===== src/rtl/mem_pkg.sv =====
// Shared definitions for the sram-like memory port: master ids, size codes, lock states, request payload.
package mem_pkg;

  localparam logic MST_INST = 1'b0;
  localparam logic MST_DATA = 1'b1;

  localparam logic [1:0] SIZE_B = 2'd0;
  localparam logic [1:0] SIZE_H = 2'd1;
  localparam logic [1:0] SIZE_W = 2'd2;

  typedef enum logic [1:0] {
    IDLE,
    LOCK_I,
    LOCK_D
  } lock_t;

  typedef struct packed {
    logic        wr;
    logic [1:0]  size;
    logic [3:0]  wstrb;
    logic [31:0] addr;
    logic [31:0] wdata;
  } mem_req_t;

endpackage


===== src/rtl/arb_order_fifo.sv =====
// Synchronous FIFO of 1-bit master ids recording issue order of accepted transactions.
module arb_order_fifo #(
  parameter int unsigned DEPTH = 2
) (
  input  logic                           clk,
  input  logic                           resetn,
  input  logic                           push,
  input  logic                           pop,
  input  logic                           din,
  output logic                           dout,
  output logic                           full,
  output logic                           empty,
  output logic [$clog2(DEPTH+1)-1:0]     count
);

  localparam int unsigned PTR_W = (DEPTH > 1) ? $clog2(DEPTH) : 1;
  localparam int unsigned CNT_W = $clog2(DEPTH + 1);

  logic             mem [DEPTH];
  logic [PTR_W-1:0] wr_ptr;
  logic [PTR_W-1:0] rd_ptr;
  logic [CNT_W-1:0] cnt;
  logic             push_en;
  logic             pop_en;

  assign full    = (cnt == CNT_W'(DEPTH));
  assign empty   = (cnt == '0);
  assign count   = cnt;
  assign dout    = mem[rd_ptr];
  // A same-cycle pop never makes room for a push: push only checks current fullness.
  assign push_en = push & ~full;
  assign pop_en  = pop & ~empty;

  always_ff @(posedge clk) begin
    if (!resetn) begin
      wr_ptr <= '0;
      rd_ptr <= '0;
      cnt    <= '0;
    end else begin
      if (push_en) begin
        mem[wr_ptr] <= din;
        wr_ptr      <= (wr_ptr == PTR_W'(DEPTH - 1)) ? '0 : wr_ptr + PTR_W'(1);
      end
      if (pop_en) begin
        rd_ptr <= (rd_ptr == PTR_W'(DEPTH - 1)) ? '0 : rd_ptr + PTR_W'(1);
      end
      case ({push_en, pop_en})
        2'b10:   cnt <= cnt + CNT_W'(1);
        2'b01:   cnt <= cnt - CNT_W'(1);
        default: cnt <= cnt;
      endcase
    end
  end

endmodule


===== src/rtl/sram_like_arbiter.sv =====
// Arbitrates the IF-stage and EX-stage sram-like masters onto one shared port and routes
// in-order responses back by master id.
module sram_like_arbiter
  import mem_pkg::*;
#(
  parameter int unsigned MAX_OUTSTANDING = 2,
  parameter int unsigned STARVE_LIMIT    = 4
) (
  input  logic                                   clk,
  input  logic                                   resetn,
  input  logic                                   inst_req,
  input  logic                                   inst_wr,
  input  logic [1:0]                             inst_size,
  input  logic [3:0]                             inst_wstrb,
  input  logic [31:0]                            inst_addr,
  input  logic [31:0]                            inst_wdata,
  output logic                                   inst_addr_ok,
  output logic                                   inst_data_ok,
  output logic [31:0]                            inst_rdata,
  input  logic                                   data_req,
  input  logic                                   data_wr,
  input  logic [1:0]                             data_size,
  input  logic [3:0]                             data_wstrb,
  input  logic [31:0]                            data_addr,
  input  logic [31:0]                            data_wdata,
  output logic                                   data_addr_ok,
  output logic                                   data_data_ok,
  output logic [31:0]                            data_rdata,
  output logic                                   bus_req,
  output logic                                   bus_wr,
  output logic [1:0]                             bus_size,
  output logic [3:0]                             bus_wstrb,
  output logic [31:0]                            bus_addr,
  output logic [31:0]                            bus_wdata,
  input  logic                                   bus_addr_ok,
  input  logic                                   bus_data_ok,
  input  logic [31:0]                            bus_rdata,
  output logic [$clog2(MAX_OUTSTANDING+1)-1:0]   outstanding,
  output logic                                   err_spurious
);

  localparam int unsigned SW = $clog2(STARVE_LIMIT + 1);

  lock_t         lock_q;
  lock_t         lock_d;
  logic [SW-1:0] starve_q;
  logic          sel;
  logic          gnt_req;
  logic          accept;
  logic          full;
  logic          empty;
  logic          head;
  logic          resp;
  mem_req_t      inst_pl;
  mem_req_t      data_pl;
  mem_req_t      bus_pl;

  assign inst_pl = '{wr: inst_wr, size: inst_size, wstrb: inst_wstrb, addr: inst_addr, wdata: inst_wdata};
  assign data_pl = '{wr: data_wr, size: data_size, wstrb: data_wstrb, addr: data_addr, wdata: data_wdata};

  always_ff @(posedge clk) begin
    if (!resetn) lock_q <= IDLE;
    else         lock_q <= lock_d;
  end

  // Grant selection and lock next-state; registered state only, so addr_ok is a pure pass-through.
  always_comb begin
    lock_d  = lock_q;
    sel     = MST_INST;
    gnt_req = 1'b0;
    case (lock_q)
      LOCK_I: begin
        sel     = MST_INST;
        gnt_req = inst_req;
      end
      LOCK_D: begin
        sel     = MST_DATA;
        gnt_req = data_req;
      end
      default: begin
        if (inst_req && (starve_q == SW'(STARVE_LIMIT))) begin
          sel     = MST_INST;
          gnt_req = 1'b1;
        end else if (data_req) begin
          sel     = MST_DATA;
          gnt_req = 1'b1;
        end else begin
          sel     = MST_INST;
          gnt_req = inst_req;
        end
      end
    endcase

    bus_req = resetn & gnt_req & ~full;
    accept  = bus_req & bus_addr_ok;

    case (lock_q)
      LOCK_I:  if (accept || !inst_req) lock_d = IDLE;
      LOCK_D:  if (accept || !data_req) lock_d = IDLE;
      default: if (bus_req && !bus_addr_ok) lock_d = (sel == MST_DATA) ? LOCK_D : LOCK_I;
    endcase
  end

  assign bus_pl       = (sel == MST_DATA) ? data_pl : inst_pl;
  assign bus_wr       = bus_pl.wr;
  assign bus_size     = bus_pl.size;
  assign bus_wstrb    = bus_pl.wstrb;
  assign bus_addr     = bus_pl.addr;
  assign bus_wdata    = bus_pl.wdata;
  assign inst_addr_ok = accept & (sel == MST_INST);
  assign data_addr_ok = accept & (sel == MST_DATA);

  // Counts data wins while inst is waiting; saturation forces the next inst grant.
  always_ff @(posedge clk) begin
    if (!resetn) begin
      starve_q <= '0;
    end else if (accept && (sel == MST_INST)) begin
      starve_q <= '0;
    end else if (accept && inst_req && (starve_q != SW'(STARVE_LIMIT))) begin
      starve_q <= starve_q + SW'(1);
    end
  end

  arb_order_fifo #(
    .DEPTH (MAX_OUTSTANDING)
  ) u_order_fifo (
    .clk    (clk),
    .resetn (resetn),
    .push   (accept),
    .pop    (bus_data_ok),
    .din    (sel),
    .dout   (head),
    .full   (full),
    .empty  (empty),
    .count  (outstanding)
  );

  assign resp         = resetn & bus_data_ok & ~empty;
  assign inst_data_ok = resp & (head == MST_INST);
  assign data_data_ok = resp & (head == MST_DATA);
  assign inst_rdata   = bus_rdata;
  assign data_rdata   = bus_rdata;

  always_ff @(posedge clk) begin
    if (!resetn)                   err_spurious <= 1'b0;
    else if (bus_data_ok && empty) err_spurious <= 1'b1;
  end

endmodule


===== config.mk =====
export PLATFORM = sky130hd
export DESIGN_NAME = sram_like_arbiter
export DESIGN_NICKNAME = d
export VERILOG_FILES = /design/src/rtl/mem_pkg.sv /design/src/rtl/arb_order_fifo.sv /design/src/rtl/sram_like_arbiter.sv
export SDC_FILE = /design/constraint.sdc
export NUM_CORES = 1
export LEC_CHECK = 0
export ABC_CLOCK_PERIOD_IN_PS = 2100
export BUFFER_PORTS_ARGS = -buffer_cell sky130_fd_sc_hd__clkbuf_2
export CAP_MARGIN = 40
export CORE_AREA = 3 3 124 126
export CTS_CLUSTER_DIAMETER = 150
export DETAILED_ROUTE_END_ITERATION = 10
export DIE_AREA = 0 0 127 129
export HOLD_SLACK_MARGIN = 0.03
export PLACE_DENSITY = 0.53
export SLEW_MARGIN = 20
export SYNTH_ARGS = -nofsm -noshare
export SYNTH_HDL_FRONTEND = slang
export SYNTH_SLANG_ARGS = --single-unit

===== constraint.sdc =====
create_clock -name clk -period 2.1 [get_ports clk]
set_input_delay 0 -clock clk [delete_from_list [all_inputs] [get_ports clk]]
set_output_delay 0 -clock clk [all_outputs]
set_load 0.05 [all_outputs]

==> results_dict.tcl, run 1 <==
set metrics [dict create \
    synth_compound_area_share_pct 6.170 \
    fmax_mhz 471.8 \
    clk_pin_slew_worst_paths_ns 0.04 \
    required_ns 2.10 \
    grt_use_total_pct 10.44 \
    period_minus_slack_ns 2.119 \
    rows 44 \
    die_x_um 127 \
    yosysTopAreaCellShare_pct 37.19 \
    worstSetupStartpointType "flip-flop" \
    crit_path_end_kind "output pin" \
    drc 0 \
    synth_fa_ha_area_share_pct 2.910 \
    setup_viol 18 \
    synth_mux_area_share_pct 38.59 \
    dp_cells 578 \
    cts_tree "yes" \
    hold_viol_final 0 \
    dieArea_um2 16380 \
    vias_per_cell 3.989 \
    synth_area_um2 2150 \
    antenna_found_initial 2 \
    yosys.area_share.simple_pct 9.546 \
    syn_nets 415 \
    gp_congestion 0.6771 \
    cts_max_level 1 \
    wl_per_cell_um 17.44 \
    diodes 0 \
    setup_tns_ns -0.2069 \
    slew_violations 0 \
    io-pin-count 323 \
    maxCapViolations 0 \
    synth_top_family_by_area "multiplexers" \
    hold_path.class "in2reg" \
    clock_sinks 13 \
    fin_hold_ws_ns 0.1345 \
    firstDrtPassIters 4 \
    ant_nets 0 \
    p_leak_nw 2.575 \
    post-place-ws_ns -0.01413 \
    overflow 0 \
    clock_skew_ns 0.003054 \
    worst_slack_ns -0.01946 \
    syn_area_per_cell_um2 9.346 \
    synth-seq-cells 13 \
    p_per_area_nw_per_um2 1050 \
    finalCritPeriodShare_pct 100.9 \
    initial_core_util_pct 14.90 \
    synth_edf_count 2 \
    portBuffers 226 \
    grt_max_degree 17 \
    yosys-top-cells-count "mux2_2 (71), buf_4 (64), dfxtp_1 (11)" \
    hpwl_um 7323 \
    grt_pass1_vias 2394 \
    clk_latency_ns 0.24 \
    clock_path_buffers 2 \
    totalWireLength_um 11540 \
    yosysMostFrequentCell "mux2_2" \
    tightest_slew_ns 0.6142 \
    synth.distinct_cells 38 \
    violations "setup timing" \
    final_util_pct 35.26 \
    nets 664 \
    cp_max_fo 8 \
    syn2layout_area_growth_pct 136.6 \
    die_h_um 129 \
    yosys-top-cells-area "mux2_2 (37%), buf_4 (22%), dfxtp_1 (10%), buf_6 (4.2%), ha_1 (2.9%)" \
    slew_headroom_pct 58.92 \
    ys_seq_area_share_pct 13.04 \
    peakVddDrop_uv 402.1 \
    yosys.area.top_type "mux2_2" \
    synth_top_flop_cell "dfxtp_1" \
    postSynthCellCount 230 \
    synthXorXnorAreaFrac_pct 1.222 \
    rsz0062_at_grt "yes" \
    path_class "reg2out" \
    async_flop_share_pct 0 \
    numCtsBuffers 3 \
    cp_data_arrival_time_ns 2.12 \
    status "finished with violations" \
    final_cells 662 \
    yosys_warnings 0 \
    drive_gt1_share_pct 79.08 \
    dr.first_iter.drc_count 88 \
    dr_total_vias 2641 \
    grt_pass1_wl_um 13290 \
    cts_root_buf "clkbuf_16" \
    core_um2 14420 \
]
-- worst max-delay path: stages, from the launching register on --
cell and delay, ns:
dfxtp_2 0.33, inv_2 0.04, ha_4 0.26, buf_6 0.12, nor2b_4 0.04, a31oi_4 0.16
buf_12 0.14, buf_12 0.13, clkbuf_16 0.17, mux2_4 0.32, buf_8 0.15
-- cells by family (layout without fill, tap and decap cells) --
logic type	after synthesis	count (layout)
buffers and inverters	83	331
AO/OA/AOI/OAI	16	16
adder cells (fa/ha/maj)	5	5
multiplexers	74	74
AND/OR/NAND/NOR	36	36
flip-flops	13	13
XOR/XNOR	3	3
-- worst paths after layout --
check	startpoint	cells after the start	end	slack [ns]
max reg2reg	lock_q[0]	10	u_order_fifo.count[1]	0.02
min reg2reg	err_spurious	2	err_spurious	0.48
max	lock_q[0]	10	bus_wdata[26]	-0.02
min	bus_addr_ok	2	starve_q[2]	0.13
-- power by group --
part           switching [mW]  internal, mW  leakage, nW  total (mW)
Clock                   0.101         0.256       0.0382       0.357
Combinational            2.48          2.15         2.43        4.64
Sequential             0.0373         0.312        0.109       0.349
Total                    2.62          2.72         2.58        5.34
-- metrics by stage --
stage                     power (mW)  cell area (um2)
after CTS                      4.792             4387
after global placement         3.226             3088
after floorplan                2.904             2182
after detailed placement       3.223             3088
final                          5.341             5086
after global routing           5.544             5086
-- layout by cell type (no fill, tap or decap), types with 5 or more instances in the layout --
master | synthesis | layout
buf_12 | 0 | 5
buf_4 | 64 | 11
buf_6 | 8 | 42
buf_8 | 0 | 54
clkbuf_16 | 0 | 12
clkbuf_2 | 1 | 153
clkbuf_8 | 0 | 8
dfxtp_1 | 11 | 9
dlygate4sd3_1 | 0 | 33
inv_1 | 9 | 7
mux2_2 | 71 | 19
mux2_4 | 0 | 52
nand2_1 | 10 | 9
nor2_1 | 8 | 8
-- cell type report --
class	instances	area, um2
clock buffers	4	78.83
fillers	1409	9338
inverters	10	43.79
multi-input cells	134	1498
flip-flops and latches	13	282.8
well taps	184	230.2
repair buffers	317	2953
-- registers in the layout, summed over array words and instances (netlist names), named ones only --
signal and count:
u_order_fifo.wr_ptr 1, starve_q 3, err_spurious 1, u_order_fifo.mem 2
u_order_fifo.rd_ptr 1, u_order_fifo.count 2, lock_q 2
-- metal layers --
metal	GRT usage [%]	share of wire (%)	wire length [um]	vias up
met5	0	0.18	21	-
met1	13.53	38	4344	1232
li1	-	-	-	1238
met4	1.956	0.88	102	4
met2	18.31	53	6087	157
met3	1.868	8.6	988	10
-- repair_timing --
item / in CTS / in global routing
resized for setup: 171 / 114
endpoints found under the setup margin: 63 / 75
hold buffers: 33 / 0
pin swaps: 1 / 2
endpoints found under the hold margin: 65 / 0
cloned: 3 / 3
setup buffers: 8 / 2
Note: power is estimated with default switching activity, not from simulation.
==> inputs of run 2 (changes only) <==
SKIP_CTS_REPAIR_TIMING = 1   (was not set)
==> results_dict.tcl, run 2 (synthesized netlist as in run 1, its figures left out) <==
set metrics [dict create \
    cp_data_arrival_time_ns 2.14 \
    path_cells "inv_2 -> ha_4 -> buf_6 -> nor2b_4 -> a31oi_4 -> buf_12 -> clkbuf_16 -> clkbuf_16 -> mux2_4 -> buf_8" \
    worst_slack_ns -0.03563 \
    cts_root_buf "clkbuf_16" \
    status "finished with violations" \
    p_per_area_nw_per_um2 1116 \
    top_register "starve_q" \
    place_area_um2 3088 \
    p_leak_nw 2.210 \
    vias_per_cell 3.920 \
    slew_headroom_pct 29.47 \
    crit_path_end_kind "output pin" \
    period_minus_slack_ns 2.136 \
    portBuffers 226 \
    required_ns 2.10 \
    dr_wl_met2_um 5174 \
    violations "setup timing" \
    die_x_um 127 \
    tightest_slew_ns 1.055 \
    seq_area_um2 282.8 \
    overflow 0 \
    totalWireLength_um 10140 \
    finalCritPeriodShare_pct 101.7 \
    clk_latency_ns 0.24 \
    multi_input_area_um2 1433 \
    hpwl_um 7323 \
    power_mw 4.940 \
    rows 44 \
    cts_tree "yes" \
    fmax_mhz 468.2 \
    cpMostUsedCell "clkbuf_16" \
    clk_pin_slew_worst_paths_ns 0.05 \
    slowest_delay_ns 0.34 \
    grt_pass1_vias 1985 \
    slew_violations 0 \
    post-place-ws_ns -0.01413 \
    grt_use_total_pct 8.349 \
    critPathTopFamily "buffers and inverters" \
    syn2layout_area_growth_pct 106.0 \
    worstHoldStart "bus_addr_ok" \
    cp.depth 10 \
    dieArea_um2 16380 \
    regToRegStartpoint "lock_q[0]" \
    rr_worst_depth 9 \
    hold_path.class "in2reg" \
    hold_viol_final 0 \
    grt_max_degree 21 \
    wl_per_cell_um 16.15 \
    cts_max_level 1 \
    drc 0 \
    final_util_pct 30.70 \
    io-pin-count 323 \
    final_common_cell "clkbuf_2" \
    clock_path_buffers 2 \
    dr.first_iter.drc_count 57 \
    antenna_found_initial 2 \
    dr_total_vias 2462 \
    maxCapViolations 0 \
    worstHoldEndpoint "starve_q[2]" \
    rsz0062_at_grt "yes" \
    cp_max_fo 8 \
    min_path_cells 2 \
    largest_reg_flops 3 \
    stdcell_area_um2 4428 \
    nets 630 \
    cp_slowest_cell "dfxtp_2" \
    firstDrtPassIters 4 \
    wl_met1_um 4115 \
    final_cell_mix "clkbuf_2 (153), mux2_4 (36), buf_8 (36), buf_6 (36), mux2_2 (35)" \
    routed.top_layer "met5" \
    clock_skew_ns 0.002232 \
    wl_met3_um 799 \
    path_buf_inv 6 \
    core_um2 14420 \
    clock_sinks 13 \
    worstSetupStartpointType "flip-flop" \
    grt_pass1_wl_um 10620 \
    peakVddDrop_uv 486.8 \
    path_class "reg2out" \
    numCtsBuffers 3 \
    die_h_um 129 \
    diodes 0 \
    worstReg2RegEnd "u_order_fifo.count[1]" \
    setup_viol 27 \
    rrSetupSlack_ns 0.01 \
    ant_nets 0 \
    gp_congestion 0.6771 \
    drive_gt1_share_pct 77.25 \
    nFillCells 1452 \
    initial_core_util_pct 14.90 \
]
## run 2: worst max-delay path by stage
stage	startpoint	endpoint
floorplan	lock_q[0]	u_order_fifo.count[1]
global placement	lock_q[1]	u_order_fifo.count[1]
detailed placement	lock_q[1]	u_order_fifo.count[1]
CTS	lock_q[0]	bus_wdata[23]
global route	lock_q[0]	bus_wdata[27]
finish	lock_q[0]	bus_addr[18]
## run 2: power by group
group / leakage, nW / internal, mW / switching (mW)
registers: 0.109 / 0.312 / 0.0376
clock network: 0.0382 / 0.256 / 0.104
logic: 2.06 / 1.85 / 2.38
## run 2: layout make-up
type | instances | share of cell area (%)
repair buffers | 283 | 53.29
multi-input cells | 134 | 32.35
flip-flops and latches | 13 | 6.386
well taps | 184 | 5.199
clock buffers | 4 | 1.780
inverters | 10 | 0.9890
## run 2: per-layer routing
metal / up-vias / GRT usage, %
li1: 1170 / -
met1: 1136 / 11.17
met2: 146 / 12.89
met3: 8 / 2.823
met4: 2 / 2.208
met5: - / 0
## run 2: through the flow
stage / std cells / hold slack (ns) / TNS (ns)
after global placement: 578 / 0.0005259 / 0
after detailed placement: 578 / 0.0005259 / -0.01413
after global routing: 628 / 0.1474 / -3.479
after floorplan: 230 / 0.1407 / -0.3361
final: 628 / 0.1231 / -0.4650
after CTS: 582 / 0.0005259 / -7.624
==> inputs of run 3 (changes only) <==
ABC_CLOCK_PERIOD_IN_PS = 2200   (was 2100)
CORE_AREA = 3 3 125 127   (was 3 3 124 126)
CTS_CLUSTER_DIAMETER = 200   (was 150)
DIE_AREA = 0 0 128 130   (was 0 0 127 129)
PLACE_DENSITY = 0.51   (was 0.53)
clock period = 2.2 ns   (was 2.1 ns; I/O delays follow)
==> results_dict.tcl, run 3 (synthesized netlist as in run 1, its figures left out) <==
set metrics [dict create \
    cp_data_arrival_time_ns 2.33 \
    vias_per_cell 3.882 \
    status "completed" \
    dp_cells 571 \
    cp_max_fo 7 \
    final_common_cell "clkbuf_2" \
    cpMostUsedCell "ha_4" \
    cts_root_buf "clkbuf_16" \
    slew_violations 0 \
    grt_use_total_pct 9.130 \
    nets 613 \
    top_register "starve_q" \
    wl_per_cell_um 16.00 \
    final_util_pct 24.08 \
    diodes 0 \
    cp_slowest_cell "or3b_4" \
    cts_tree "yes" \
    period_minus_slack_ns 2.160 \
    clock_skew_ns 0.0006798 \
    dr_total_vias 2372 \
    largest_reg_flops 3 \
    maxCapViolations 0 \
    crit_path_end_kind "flip-flop" \
    overflow 0 \
    antenna_found_initial 0 \
    initial_core_util_pct 14.79 \
    hpwl_um 7941 \
    required_ns 2.37 \
    grt_max_degree 46 \
    clock_path_buffers 2 \
    path_cells "inv_2 -> ha_4 -> or3b_4 -> nand4_4 -> clkinvlp_4 -> nand2_4 -> ha_4 -> or3_4 -> a21oi_2" \
    rows 44 \
    cts_max_level 1 \
    peakVddDrop_uv 308.3 \
    grt_pass1_vias 2076 \
    power_mw 3.751 \
    die_h_um 130 \
    finalCritPeriodShare_pct 98.17 \
    grt_pass1_wl_um 11740 \
    ant_nets 0 \
    rsz0062_at_grt "yes" \
    slew_headroom_pct 30.11 \
    slowest_delay_ns 0.42 \
    setup_viol 0 \
    drc 0 \
    fin_hold_ws_ns 0.008278 \
    final_cell_mix "clkbuf_2 (209), mux2_2 (71), dlygate4sd3_1 (32)" \
    drive_gt1_share_pct 76.11 \
    clk_pin_slew_worst_paths_ns 0.04 \
    worstSetupStartpointType "flip-flop" \
    numCtsBuffers 3 \
    tightest_slew_ns 1.045 \
    p_leak_nw 1.757 \
    dr.first_iter.drc_count 99 \
    gp_congestion 0.7744 \
    firstDrtPassIters 4 \
    hold_path.class "in2reg" \
    clock_sinks 13 \
    clk_latency_ns 0.24 \
    p_per_area_nw_per_um2 1072 \
    nFillCells 1616 \
    hold_viol_final 0 \
    portBuffers 226 \
    syn2layout_area_growth_pct 62.81 \
    io-pin-count 323 \
    fmax_mhz 463.0 \
    totalWireLength_um 9775 \
    die_x_um 128 \
    final_cells 611 \
    core_um2 14530 \
    path_class "reg2reg" \
    dieArea_um2 16640 \
]
## run 3: cell types whose count changed in the layout (fill, tap and decap cells not counted), moves of 2 or more
cell	previous run	this run
buf_12	5	3
buf_2	1	17
buf_4	14	3
buf_6	36	1
buf_8	36	0
clkbuf_16	7	4
clkbuf_2	153	209
mux2_2	35	71
mux2_4	36	0
## run 3: layout make-up
class,instances,area [um2],share of cell area (%)
flip-flops and latches,13,281.5,8.044
clock buffers,4,78.83,2.252
multi-input cells,134,1297,37.08
repair buffers,266,1570,44.87
well taps,184,230.2,6.578
inverters,10,41.29,1.180
## run 3: per-stage QoR
stage	TNS (ns)	setup WS, ns	instance area, um2
floorplan	-0.1865	-0.1865	2182
global placement	0	0.08867	3023
detailed placement	0	0.08738	3023
CTS	-0.01066	-0.01066	3102
global route	-0.06011	-0.04127	3500
finish	0	0.04029	3500
## run 3: worst paths after layout
check	end	slack, ns	from	cells past startpoint
max	u_order_fifo.count[1]	0.04	lock_q[0]	9
min	err_spurious	0.008	bus_data_ok	3
max reg2reg	u_order_fifo.count[1]	0.04	lock_q[0]	9
min reg2reg	err_spurious	0.47	err_spurious	2
## run 3: report_power, final
part | internal (mW) | total [mW] | switching [mW]
sequential | 0.297 | 0.334 | 0.0376
clock | 0.244 | 0.335 | 0.0912
combinational | 0.986 | 3.08 | 2.10
## run 3: routing by layer
| layer | global-route usage (%) | vias up | part of all wire, % |
|---|---|---|---|
| li1 | - | 1138 | - |
| met2 | 15.71 | 173 | 50 |
| met3 | 2.702 | 2 | 10 |
| met5 | 0 | - | 0 |
| met4 | 1.124 | 0 | 0.24 |
| met1 | 11.65 | 1059 | 40 |
## run 3: critical path, delay by kind of cell (launching register included)
kind | cells | cell delay (ns)
flip-flops | 1 | 0.34
adder cells (fa/ha/maj) | 2 | 0.51
AO/OA/AOI/OAI | 1 | 0.11
buffers and inverters | 2 | 0.16
AND/OR/NAND/NOR | 4 | 0.98
